### src/rtl/se_sram_srw_32_master_if.sv
// Request/response and SRAM-port bundle for the SRAM initiator.
// Latency: none (wires only).
// Backpressure: req_ready/resp_ready carry flow control; the SRAM side has none.
//
// Ports (signals):
//   req_*   : valid/ready request channel (read_not_write, address, byte_enable, write_data)
//   resp_*  : valid/ready response channel (read data at FIFO head)
//   sram_*  : single-port SRAM control; sram_data_in is the SRAM's unregistered data_out
// Modports: master = the initiator's view, slave = the surrounding environment's view.
interface se_sram_srw_32_master_if #(
  parameter int ADDR_WIDTH = 14,
  parameter int DATA_WIDTH = 32
);
  localparam int BE_W = DATA_WIDTH / 8;

  logic                  req_valid;
  logic                  req_ready;
  logic                  req_read_not_write;
  logic [ADDR_WIDTH-1:0] req_address;
  logic [BE_W-1:0]       req_byte_enable;
  logic [DATA_WIDTH-1:0] req_write_data;

  logic                  resp_valid;
  logic                  resp_ready;
  logic [DATA_WIDTH-1:0] resp_data;

  logic                  sram_select;
  logic                  sram_read_not_write;
  logic [ADDR_WIDTH-1:0] sram_address;
  logic [BE_W-1:0]       sram_write_enable;
  logic [DATA_WIDTH-1:0] sram_write_data;
  logic [DATA_WIDTH-1:0] sram_data_in;

  modport master (
    input  req_valid, req_read_not_write, req_address, req_byte_enable, req_write_data,
    output req_ready,
    output resp_valid, resp_data,
    input  resp_ready,
    output sram_select, sram_read_not_write, sram_address, sram_write_enable, sram_write_data,
    input  sram_data_in
  );

  modport slave (
    output req_valid, req_read_not_write, req_address, req_byte_enable, req_write_data,
    input  req_ready,
    input  resp_valid, resp_data,
    output resp_ready,
    input  sram_select, sram_read_not_write, sram_address, sram_write_enable, sram_write_data,
    output sram_data_in
  );
endinterface

### src/rtl/se_sram_srw_32_master.sv
// Initiator for a single-port SRAM with unregistered read data; response FIFO on the read path.
// Latency: read accepted at edge N, data captured at edge N+1, resp_valid high from N+1.
// Backpressure: req_ready drops when FIFO entries plus in-flight reads would exceed RESP_DEPTH.
//
// Ports:
//   sram_clock         : rising-edge clock
//   reset              : asynchronous, active-high
//   sram_clock__enable : global clock enable; low holds every register
//   bus (master)       : request channel, response channel and SRAM port
// Optional feature macro: SE_SRAM_MASTER_WRITE_RESP_EN -- when defined each accepted write
// returns one response with data 0 through the same pipeline as reads.

// Small generic FIFO: count-based full/empty, pointers wrap modulo DEPTH.
// Latency: write visible at head the edge after push.
// Backpressure: none internally; the caller guarantees no push when full.
module se_sram_srw_32_master_fifo #(
  parameter int WIDTH = 32,
  parameter int DEPTH = 2,
  parameter int CW    = $clog2(DEPTH + 1)
) (
  input  logic             clk_i,
  input  logic             rst_i,
  input  logic             en_i,
  input  logic             wr_vld_i,
  input  logic [WIDTH-1:0] wr_dat_i,
  input  logic             rd_rdy_i,
  output logic             rd_vld_o,
  output logic [WIDTH-1:0] rd_dat_o,
  output logic [CW-1:0]    count_o
);
  localparam int PW = (DEPTH > 1) ? $clog2(DEPTH) : 1;

  logic [WIDTH-1:0] mem_q [DEPTH];
  logic [PW-1:0]    wr_ptr_q, wr_ptr_d;
  logic [PW-1:0]    rd_ptr_q, rd_ptr_d;
  logic [CW-1:0]    count_q, count_d;
  logic             rd_fire;

  function automatic logic [PW-1:0] ptr_inc(input logic [PW-1:0] p);
    return (p == PW'(DEPTH - 1)) ? '0 : p + PW'(1);
  endfunction

  always_comb begin
    rd_fire  = rd_rdy_i && (count_q != '0);
    wr_ptr_d = wr_ptr_q;
    rd_ptr_d = rd_ptr_q;
    count_d  = count_q;
    if (wr_vld_i) wr_ptr_d = ptr_inc(wr_ptr_q);
    if (rd_fire)  rd_ptr_d = ptr_inc(rd_ptr_q);
    case ({wr_vld_i, rd_fire})
      2'b10:   count_d = count_q + CW'(1);
      2'b01:   count_d = count_q - CW'(1);
      default: count_d = count_q;
    endcase
  end

  always_ff @(posedge clk_i or posedge rst_i) begin
    if (rst_i) begin
      wr_ptr_q <= '0;
      rd_ptr_q <= '0;
      count_q  <= '0;
    end else if (en_i) begin
      wr_ptr_q <= wr_ptr_d;
      rd_ptr_q <= rd_ptr_d;
      count_q  <= count_d;
    end
  end

  // Storage is not reset: nothing reads an entry before it has been written.
  always_ff @(posedge clk_i) begin
    if (en_i && wr_vld_i) mem_q[wr_ptr_q] <= wr_dat_i;
  end

  assign rd_vld_o = (count_q != '0);
  assign rd_dat_o = mem_q[rd_ptr_q];
  assign count_o  = count_q;
endmodule

module se_sram_srw_32_master #(
  parameter int ADDR_WIDTH = 14,
  parameter int DATA_WIDTH = 32,
  parameter int RESP_DEPTH = 2
) (
  input  logic                   sram_clock,
  input  logic                   reset,
  input  logic                   sram_clock__enable,
  se_sram_srw_32_master_if.master bus
);
  localparam int CW = $clog2(RESP_DEPTH + 1);

  logic                  read_pending_q, read_pending_d;
  logic [CW-1:0]         count;
  logic [CW:0]           occ;
  logic                  pop;
  logic                  req_ready;
  logic                  accept;
  logic                  rsp_accept;
  logic [DATA_WIDTH-1:0] push_dat;
`ifdef SE_SRAM_MASTER_WRITE_RESP_EN
  // Remembers whether the in-flight response belongs to a write (data forced to 0).
  logic                  pending_wr_q, pending_wr_d;
`endif

  always_comb begin
    pop = bus.resp_valid && bus.resp_ready;
    // Credit: entries held plus the one being fetched, less the one leaving this cycle.
    occ = (CW+1)'(count) + (CW+1)'(read_pending_q) - (CW+1)'(pop);
    req_ready = sram_clock__enable && (occ < (CW+1)'(RESP_DEPTH));
    accept    = bus.req_valid && req_ready;
`ifdef SE_SRAM_MASTER_WRITE_RESP_EN
    rsp_accept   = accept;
    pending_wr_d = accept && !bus.req_read_not_write;
    push_dat     = pending_wr_q ? '0 : bus.sram_data_in;
`else
    rsp_accept   = accept && bus.req_read_not_write;
    push_dat     = bus.sram_data_in;
`endif
    read_pending_d = rsp_accept;
  end

  // While disabled the pending flag is held; the SRAM keeps data_out stable, so the
  // capture simply happens at the next enabled edge.
  always_ff @(posedge sram_clock or posedge reset) begin
    if (reset) begin
      read_pending_q <= 1'b0;
`ifdef SE_SRAM_MASTER_WRITE_RESP_EN
      pending_wr_q   <= 1'b0;
`endif
    end else if (sram_clock__enable) begin
      read_pending_q <= read_pending_d;
`ifdef SE_SRAM_MASTER_WRITE_RESP_EN
      pending_wr_q   <= pending_wr_d;
`endif
    end
  end

  se_sram_srw_32_master_fifo #(
    .WIDTH (DATA_WIDTH),
    .DEPTH (RESP_DEPTH),
    .CW    (CW)
  ) u_resp_fifo (
    .clk_i    (sram_clock),
    .rst_i    (reset),
    .en_i     (sram_clock__enable),
    .wr_vld_i (read_pending_q),
    .wr_dat_i (push_dat),
    .rd_rdy_i (bus.resp_ready),
    .rd_vld_o (bus.resp_valid),
    .rd_dat_o (bus.resp_data),
    .count_o  (count)
  );

  // SRAM port is a direct combinational view of the accepted request.
  assign bus.req_ready           = req_ready;
  assign bus.sram_select         = accept;
  assign bus.sram_read_not_write = bus.req_read_not_write;
  assign bus.sram_address        = bus.req_address;
  assign bus.sram_write_enable   = bus.req_read_not_write ? '0 : bus.req_byte_enable;
  assign bus.sram_write_data     = bus.req_write_data;
endmodule
### src/flat_wrapper.sv
// flat-port wrapper written by rule: the top's interface ports become plain ports
module se_sram_srw_32_master_flat 
#(
  parameter int ADDR_WIDTH = 14,
  parameter int DATA_WIDTH = 32,
  parameter int RESP_DEPTH = 2
)
  (sram_clock, reset, sram_clock__enable, bus_req_valid, bus_req_read_not_write, bus_req_address, bus_req_byte_enable, bus_req_write_data, bus_req_ready, bus_resp_valid, bus_resp_data, bus_resp_ready, bus_sram_select, bus_sram_read_not_write, bus_sram_address, bus_sram_write_enable, bus_sram_write_data, bus_sram_data_in);
  se_sram_srw_32_master_if #(.ADDR_WIDTH(ADDR_WIDTH), .DATA_WIDTH(DATA_WIDTH)) bus_i ();
  input  logic sram_clock;
  input  logic reset;
  input  logic sram_clock__enable;
  input wire logic [$bits(bus_i.req_valid)-1:0] bus_req_valid;
  input wire logic [$bits(bus_i.req_read_not_write)-1:0] bus_req_read_not_write;
  input wire logic [$bits(bus_i.req_address)-1:0] bus_req_address;
  input wire logic [$bits(bus_i.req_byte_enable)-1:0] bus_req_byte_enable;
  input wire logic [$bits(bus_i.req_write_data)-1:0] bus_req_write_data;
  output wire logic [$bits(bus_i.req_ready)-1:0] bus_req_ready;
  output wire logic [$bits(bus_i.resp_valid)-1:0] bus_resp_valid;
  output wire logic [$bits(bus_i.resp_data)-1:0] bus_resp_data;
  input wire logic [$bits(bus_i.resp_ready)-1:0] bus_resp_ready;
  output wire logic [$bits(bus_i.sram_select)-1:0] bus_sram_select;
  output wire logic [$bits(bus_i.sram_read_not_write)-1:0] bus_sram_read_not_write;
  output wire logic [$bits(bus_i.sram_address)-1:0] bus_sram_address;
  output wire logic [$bits(bus_i.sram_write_enable)-1:0] bus_sram_write_enable;
  output wire logic [$bits(bus_i.sram_write_data)-1:0] bus_sram_write_data;
  input wire logic [$bits(bus_i.sram_data_in)-1:0] bus_sram_data_in;
  assign bus_i.req_valid = bus_req_valid;
  assign bus_i.req_read_not_write = bus_req_read_not_write;
  assign bus_i.req_address = bus_req_address;
  assign bus_i.req_byte_enable = bus_req_byte_enable;
  assign bus_i.req_write_data = bus_req_write_data;
  assign bus_req_ready = bus_i.req_ready;
  assign bus_resp_valid = bus_i.resp_valid;
  assign bus_resp_data = bus_i.resp_data;
  assign bus_i.resp_ready = bus_resp_ready;
  assign bus_sram_select = bus_i.sram_select;
  assign bus_sram_read_not_write = bus_i.sram_read_not_write;
  assign bus_sram_address = bus_i.sram_address;
  assign bus_sram_write_enable = bus_i.sram_write_enable;
  assign bus_sram_write_data = bus_i.sram_write_data;
  assign bus_i.sram_data_in = bus_sram_data_in;
  se_sram_srw_32_master #(.ADDR_WIDTH(ADDR_WIDTH), .DATA_WIDTH(DATA_WIDTH), .RESP_DEPTH(RESP_DEPTH)) u_core (.sram_clock(sram_clock), .reset(reset), .sram_clock__enable(sram_clock__enable), .bus(bus_i));
endmodule
### config.mk
export PLATFORM = sky130hd
export DESIGN_NAME = se_sram_srw_32_master_flat
export DESIGN_NICKNAME = d
export VERILOG_FILES = /design/src/rtl/se_sram_srw_32_master_if.sv /design/src/rtl/se_sram_srw_32_master.sv /design/src/flat_wrapper.sv
export SDC_FILE = /design/constraint.sdc
export NUM_CORES = 1
export LEC_CHECK = 0
export CAP_MARGIN = 10
export CORE_MARGIN = 8
export CORE_UTILIZATION = 27
export DETAILED_ROUTE_END_ITERATION = 7
export GPL_TIMING_DRIVEN = 0
export SKIP_CTS_REPAIR_TIMING = 1
export SLEW_MARGIN = 0
export SYNTH_ARGS = -nofsm -noshare
export SYNTH_HDL_FRONTEND = slang
export SYNTH_SLANG_ARGS = --single-unit
### constraint.sdc
create_clock -name sram_clock -period 3.7 [get_ports sram_clock]
set_clock_uncertainty 0.15 [all_clocks]
set_input_delay 0.74 -clock sram_clock [delete_from_list [all_inputs] [get_ports sram_clock]]
set_output_delay 0.74 -clock sram_clock [all_outputs]
set_load 0.02 [all_outputs]
# Word level (Yosys, flattened, before mapping)

Memories as Yosys holds them, arrays and structs flattened.
Cells that the tools add are included.

Memories: 1
Bits in registers: 5
Memory bits (writable): 64
Bits in latches: 0
Memory bits (read-only): 0
Word-level logic and storage cells: 30

Shift operators: 0
Divide/modulo/power cells: 0
Add/subtract/negate cells: 6
Eq/ne operators: 2
Multipliers: 0
Reductions and logical operators: 10
Order comparisons: 1
Muxes and demuxes: 6
Bitwise gates (word level): 0

Memories:

| name                     | words | bits a word | read ports | clocked after Yosys merged registers in | write ports | RTL line                    | source |
|---|---|---|---|---|---|---|---|
| u_core.u_resp_fifo.mem_q | 2     | 32          | 1          | 0                                       | 1           | se_sram_srw_32_master.sv:33 | `logic [WIDTH-1:0] mem_q [DEPTH];` |

Operators by type and width:

| operator                                                               | count |
|---|---|
| 2-bit AND reduction                                                    | 3 |
| 1-bit logical AND                                                      | 5 |
| 1-bit 2-to-1 mux                                                       | 4 |
| 4-bit 2-to-1 mux                                                       | 1 |
| 2-bit one-hot mux with 2 select lines                                  | 1 |
| 2-bit nonzero test                                                     | 2 |
| 2-bit by 1-bit adder with 3-bit output                                 | 1 |
| 3-bit by 2-bit < comparator with 1-bit output (second input constant)  | 1 |
| 3-bit by 1-bit subtractor with 3-bit output                            | 1 |
| 1-bit adder (second input constant)                                    | 2 |
| 2-bit by 1-bit adder with 2-bit output (second input constant)         | 1 |
| 2-bit by 1-bit equality test with 1-bit output (second input constant) | 1 |
| 2-bit equality test (second input constant)                            | 1 |
| 2-bit by 1-bit subtractor with 2-bit output (second input constant)    | 1 |

# Longest topological paths before layout

Depth after elaboration: 7
Gate-level depth with buffers: 7
Gate-level depth less buffers: 7

# By module

From an unflattened synthesis, not the netlist that was laid out.

Cells, all modules: 185
Area total of the unflattened synthesis: 3175.5 µm²

Modules (own cells, without submodules):

| module                     | instances | area an instance (µm²) | cells each |
|---|---|---|---|
| se_sram_srw_32_master_fifo | 1         | 2667.6                 | 120 |
| se_sram_srw_32_master      | 1         | 508.0                  | 65 |

# Worst setup path before layout

OpenSTA, ideal clock, no wires.

Kind: input to output
Start: input port bus_resp_ready
End: output port bus_sram_select
Path slack: 0.590 ns
Stages: 7
Buffers on the path: 0
Data required time: 2.810 ns
Data arrival time: 2.220 ns
Cell sequence: o21a_1 > ha_1 > nand2b_1 > fa_1 > xnor2_1 > and3_4 > and2_2

Longest elaborated chain between the ends: 5

Ends and longest elaborated chain:

| what                                          | RTL line                     | source |
|---|---|---|
| start: declaration                            | flat_wrapper.sv:21           | `input wire logic [$bits(bus_i.resp_ready)-1:0] bus_resp_ready;` |
| 1-bit logical AND                             | se_sram_srw_32_master.sv:105 | `pop = bus.resp_valid && bus.resp_ready;` |
| 3-bit by 1-bit subtractor with 3-bit output   | se_sram_srw_32_master.sv:107 | `occ = (CW+1)'(count) + (CW+1)'(read_pending_q) - (CW+1)'(pop);` |
| 3-bit by 2-bit < comparator with 1-bit output | se_sram_srw_32_master.sv:108 | `req_ready = sram_clock__enable && (occ < (CW+1)'(RESP_DEPTH));` |
| 1-bit logical AND                             | se_sram_srw_32_master.sv:108 |  |
| named net bus_req_ready                       | flat_wrapper.sv:18           | `output wire logic [$bits(bus_i.req_ready)-1:0] bus_req_ready;` |
| 1-bit logical AND                             | se_sram_srw_32_master.sv:109 | `accept = bus.req_valid && req_ready;` |
| end: declaration                              | flat_wrapper.sv:22           | `output wire logic [$bits(bus_i.sram_select)-1:0] bus_sram_select;` |

The timed path passes the listed nets, and every way through them passes these cells.

# Worst setup path after layout

Start: input port bus_resp_ready
End: output port bus_sram_select

Longest elaborated chain between the ends: 5

Ends and longest elaborated chain:

| what                                          | RTL line |
|---|---|
| 1-bit logical AND                             | se_sram_srw_32_master.sv:105 |
| 3-bit by 1-bit subtractor with 3-bit output   | se_sram_srw_32_master.sv:107 |
| 3-bit by 2-bit < comparator with 1-bit output | se_sram_srw_32_master.sv:108 |
| 1-bit logical AND                             | se_sram_srw_32_master.sv:108 |
| 1-bit logical AND                             | se_sram_srw_32_master.sv:109 |

No other way between the ends.

==> reports/qor.csv <==
stage;metric;value;unit
worst_setup_path;FF-to-FF path depth;7;
placement;port bufs;127;
worst_setup_path;Critical Path RT;2810;ps
worst_setup_path;r2r endpoint;u_core.read_pending_q;
grt;grt ovf;0;
grt;vias in the first global route;1979;
placement;Placed Cells;448;
floorplanning;die area;0.0147;sq mm
floorplanning;DIE WIDTH;121;um
floorplanning;# rows;38;
clock_tree;cts bufs inserted;9;
pwr;total chip power;2.61;mW
floorplanning;Die H;121;um
floorplanning;Core ar.;0.0108;sq mm
clock_tree;Sink Count;69;
synthesis;EDFF count, synth;64;
synthesis;synthesized area;0.00299;sq mm
timing;fmax;276;MHz
detailed_routing;# DRC;0;
finish;nets;411;
timing;Hold WS;395;ps
clock_tree;Clock Pin Slew Worst Setup and Hold Paths;70;ps
floorplanning;Starting Density;27.6;%
grt;grt met1 use;9.73;%
timing;fin crit share;97.9;%
worst_setup_path;R2R Setup Slk;1400;ps
worst_setup_path;worst-path maximum fanout;3;
synthesis;compound-cell area share of the yosys netlist;0.586;%
worst_setup_path;Worst setup EP type;primary output;
synthesis;Seq/Total Area, Yosys;68.5;%
worst_setup_path;crit path launch type;input pin;
grt;largest net degree at the start of global routing;33;
finish;final non-filler cell area;0.00468;sq mm
placement;post-place instance area;0.00447;sq mm
detailed_routing;DRT Pass-1 Iters;4;
grt;grt peak-use layer;met2;
synthesis;synth warn;0;
synthesis;Net Count, Synth;271;
timing;Worst-Margin Slew;831;ps
timing;Final setup violation count;0;
synthesis;most frequent cells after synthesis;64 x edfxtp_1, 47 x buf_4, 32 x mux2_2;
synthesis;Async SR Flop Fraction;7.25;%
detailed_routing;Antenna Nets Post-Route;0;
synthesis;top post-synthesis cells by area;edfxtp_1 64%, mux2_2 12%, buf_4 12%;
synthesis;Simple-Gate Fraction of Synth Area;2.80;%
clock_tree;Clock Path Buffers;2;
pwr;Pwr Density;557;mW/mm^2
pwr;leakage dissipation;1.72;nW
outcome;status;complete, no violations;
synthesis;Adder-Cell Fraction of Synth Area;1.51;%
worst_setup_path;CP Capture Point;bus_sram_select;
synthesis;largest family of logic cells by synthesized area;buffers and inverters;
worst_setup_path;Worst Setup SP;bus_resp_ready;
clock_tree;CTS root buf;clkbuf_8;
worst_setup_path;critical path arrival;2730;ps
placement;Placer Congestion;0.666;
detailed_routing;initial DRC count;50;
clock_tree;clk_lat worst skew;330;ps
synthesis;Yosys cell types;20;
finish;share of cells above drive strength 1;33.2;%
synthesis;mux cell area share after synthesis;12.1;%
synthesis;post-synthesis register bit count;69;
synthesis;Synth top area share;64.3;%
synthesis;Synth Area in XOR/XNOR;1.76;%
worst_setup_path;Crit Path Category;in2out;
grt;first-pass GRT wire length;10600;um
synthesis;Post-synth top flop;edfxtp_1;
detailed_routing;wire per inst;15.2;um
finish;# diodes;0;
grt;GRT met2 Usage;15.6;%
hold_path;Hold WC Path Type;reg2reg;
timing;Slew HR;44.6;%
clock_tree;H-tree levels;3;
pwr;Peak VDD IR;344;uV
timing;fin. max-slew vios;0;
finish;Area Overhead vs Synth;56.5;%
floorplanning;I/O Pins;174;
timing;final hold vios;0;
job;Max Cap Viol;0;
grt;antenna violations before repair;0;
grt;GRT Util Overall;9.31;%
detailed_routing;WL final;7090;um
grt;met3 GRT Util;5.17;%
synthesis;Synth Instances;180;
detailed_routing;Vias/cell;4.05;
synthesis;most frequent cell after synthesis;edfxtp_1;
finish;fillers;1015;
placement;Final HPWL DP;5390;um
timing;RSZ-0062 raised after global routing;no;
timing;fin crit period;3620;ps
synthesis;most area-hungry cell type in the Yosys netlist;edfxtp_1;
worst_setup_path;R2R Path Start;u_core.u_resp_fifo.count_o[0];
synthesis;syn avg cell area;16.6;sq um
clock_tree;CTS tree;done;
detailed_routing;vias;1884;
finish;final cell count without fillers;465;
-- cell type report --
cell class	count	area [sq um]	area share (%)
Buffer	51	373	7.97
Clock buffer	9	124	2.65
Clock inverter	7	66.3	1.42
Inverter	3	11.3	0.241
Multi-Input combinational cell	57	578	12.3
Sequential cell	69	2050	43.7
Tap cell	140	175	3.74
Timing Repair Buffer	129	1310	27.9
-- where the power goes --
group	switching, mW	total [mW]	internal, mW
Sequential	0.0434	0.979	0.935
Combinational	0.481	1.04	0.562
Clock	0.280	0.586	0.306
Total	0.805	2.61	1.80
-- state kept, by name, summed over array words and instances, names as in the netlist --
signal	flops
u_core.u_resp_fifo.mem_q	64
u_core.u_resp_fifo.rd_ptr_q	1
u_core.u_resp_fifo.wr_ptr_q	1
u_core.read_pending_q	1
u_core.u_resp_fifo.count_o	2
-- cells in the final DEF, fill, tap and decap left out, drive strengths merged, types with 3 or more instances in the layout --
cell,Yosys,routed
clkdlybuf4s50,0,125
dfrtp,5,5
xnor2,5,5
clkinv,0,3
buf,51,54
nor2b,4,4
clkinvlp,0,3
inv,3,3
edfxtp,64,64
clkbuf,0,9
mux2,32,32
-- stage by stage --
step | worst slack, ps | util [%] | TNS [ps]
final | 76.9 | 43.2 | 0
after global routing | 0.768 | 43.2 | 0
after CTS | -439 | 43.0 | -758
after detailed placement | -434 | 41.3 | -746
after global placement | -591 | 40.9 | -19520
after floorplan | 590 | - | 0
-- per-layer routing --
layer | wire length (um) | vias up | share of wire [%]
li1 | - | 876 | -
met1 | 2550 | 909 | 36
met2 | 3670 | 93 | 52
met3 | 806 | 6 | 11
met4 | 65 | 0 | 0.92
met5 | 0 | - | 0
-- worst max-delay path, stage by stage --
cell and delay (ps):
clkdlybuf4s50_1 450, o21a_1 160, ha_1 250, nand2b_4 140, fa_2 330, xnor2_1 130
and3_4 190, and2_2 180, buf_4 150
-- cells by family after synthesis --
family | count (synthesis)
buffers and inverters | 54
adders and majority gates | 3
DFF | 69
xor gates and xnor gates | 6
AOI/OAI and AO/OA | 2
muxes | 32
and+or+nand+nor | 14
-- how the worst min path moves through the flow --
stage,startpoint,end,depth (start not counted)
5_1_grt,u_core.u_resp_fifo.wr_ptr_q,u_core.u_resp_fifo.wr_ptr_q,1
4_1_cts,u_core.u_resp_fifo.wr_ptr_q,u_core.u_resp_fifo.wr_ptr_q,1
3_5_place_dp,u_core.u_resp_fifo.wr_ptr_q,u_core.u_resp_fifo.wr_ptr_q,1
3_3_place_gp,u_core.u_resp_fifo.wr_ptr_q,u_core.u_resp_fifo.wr_ptr_q,1
6_report,u_core.u_resp_fifo.wr_ptr_q,u_core.u_resp_fifo.wr_ptr_q,1
2_1_floorplan,u_core.u_resp_fifo.wr_ptr_q,u_core.u_resp_fifo.wr_ptr_q,1
No activity file was read; power rests on OpenSTA's default activity.
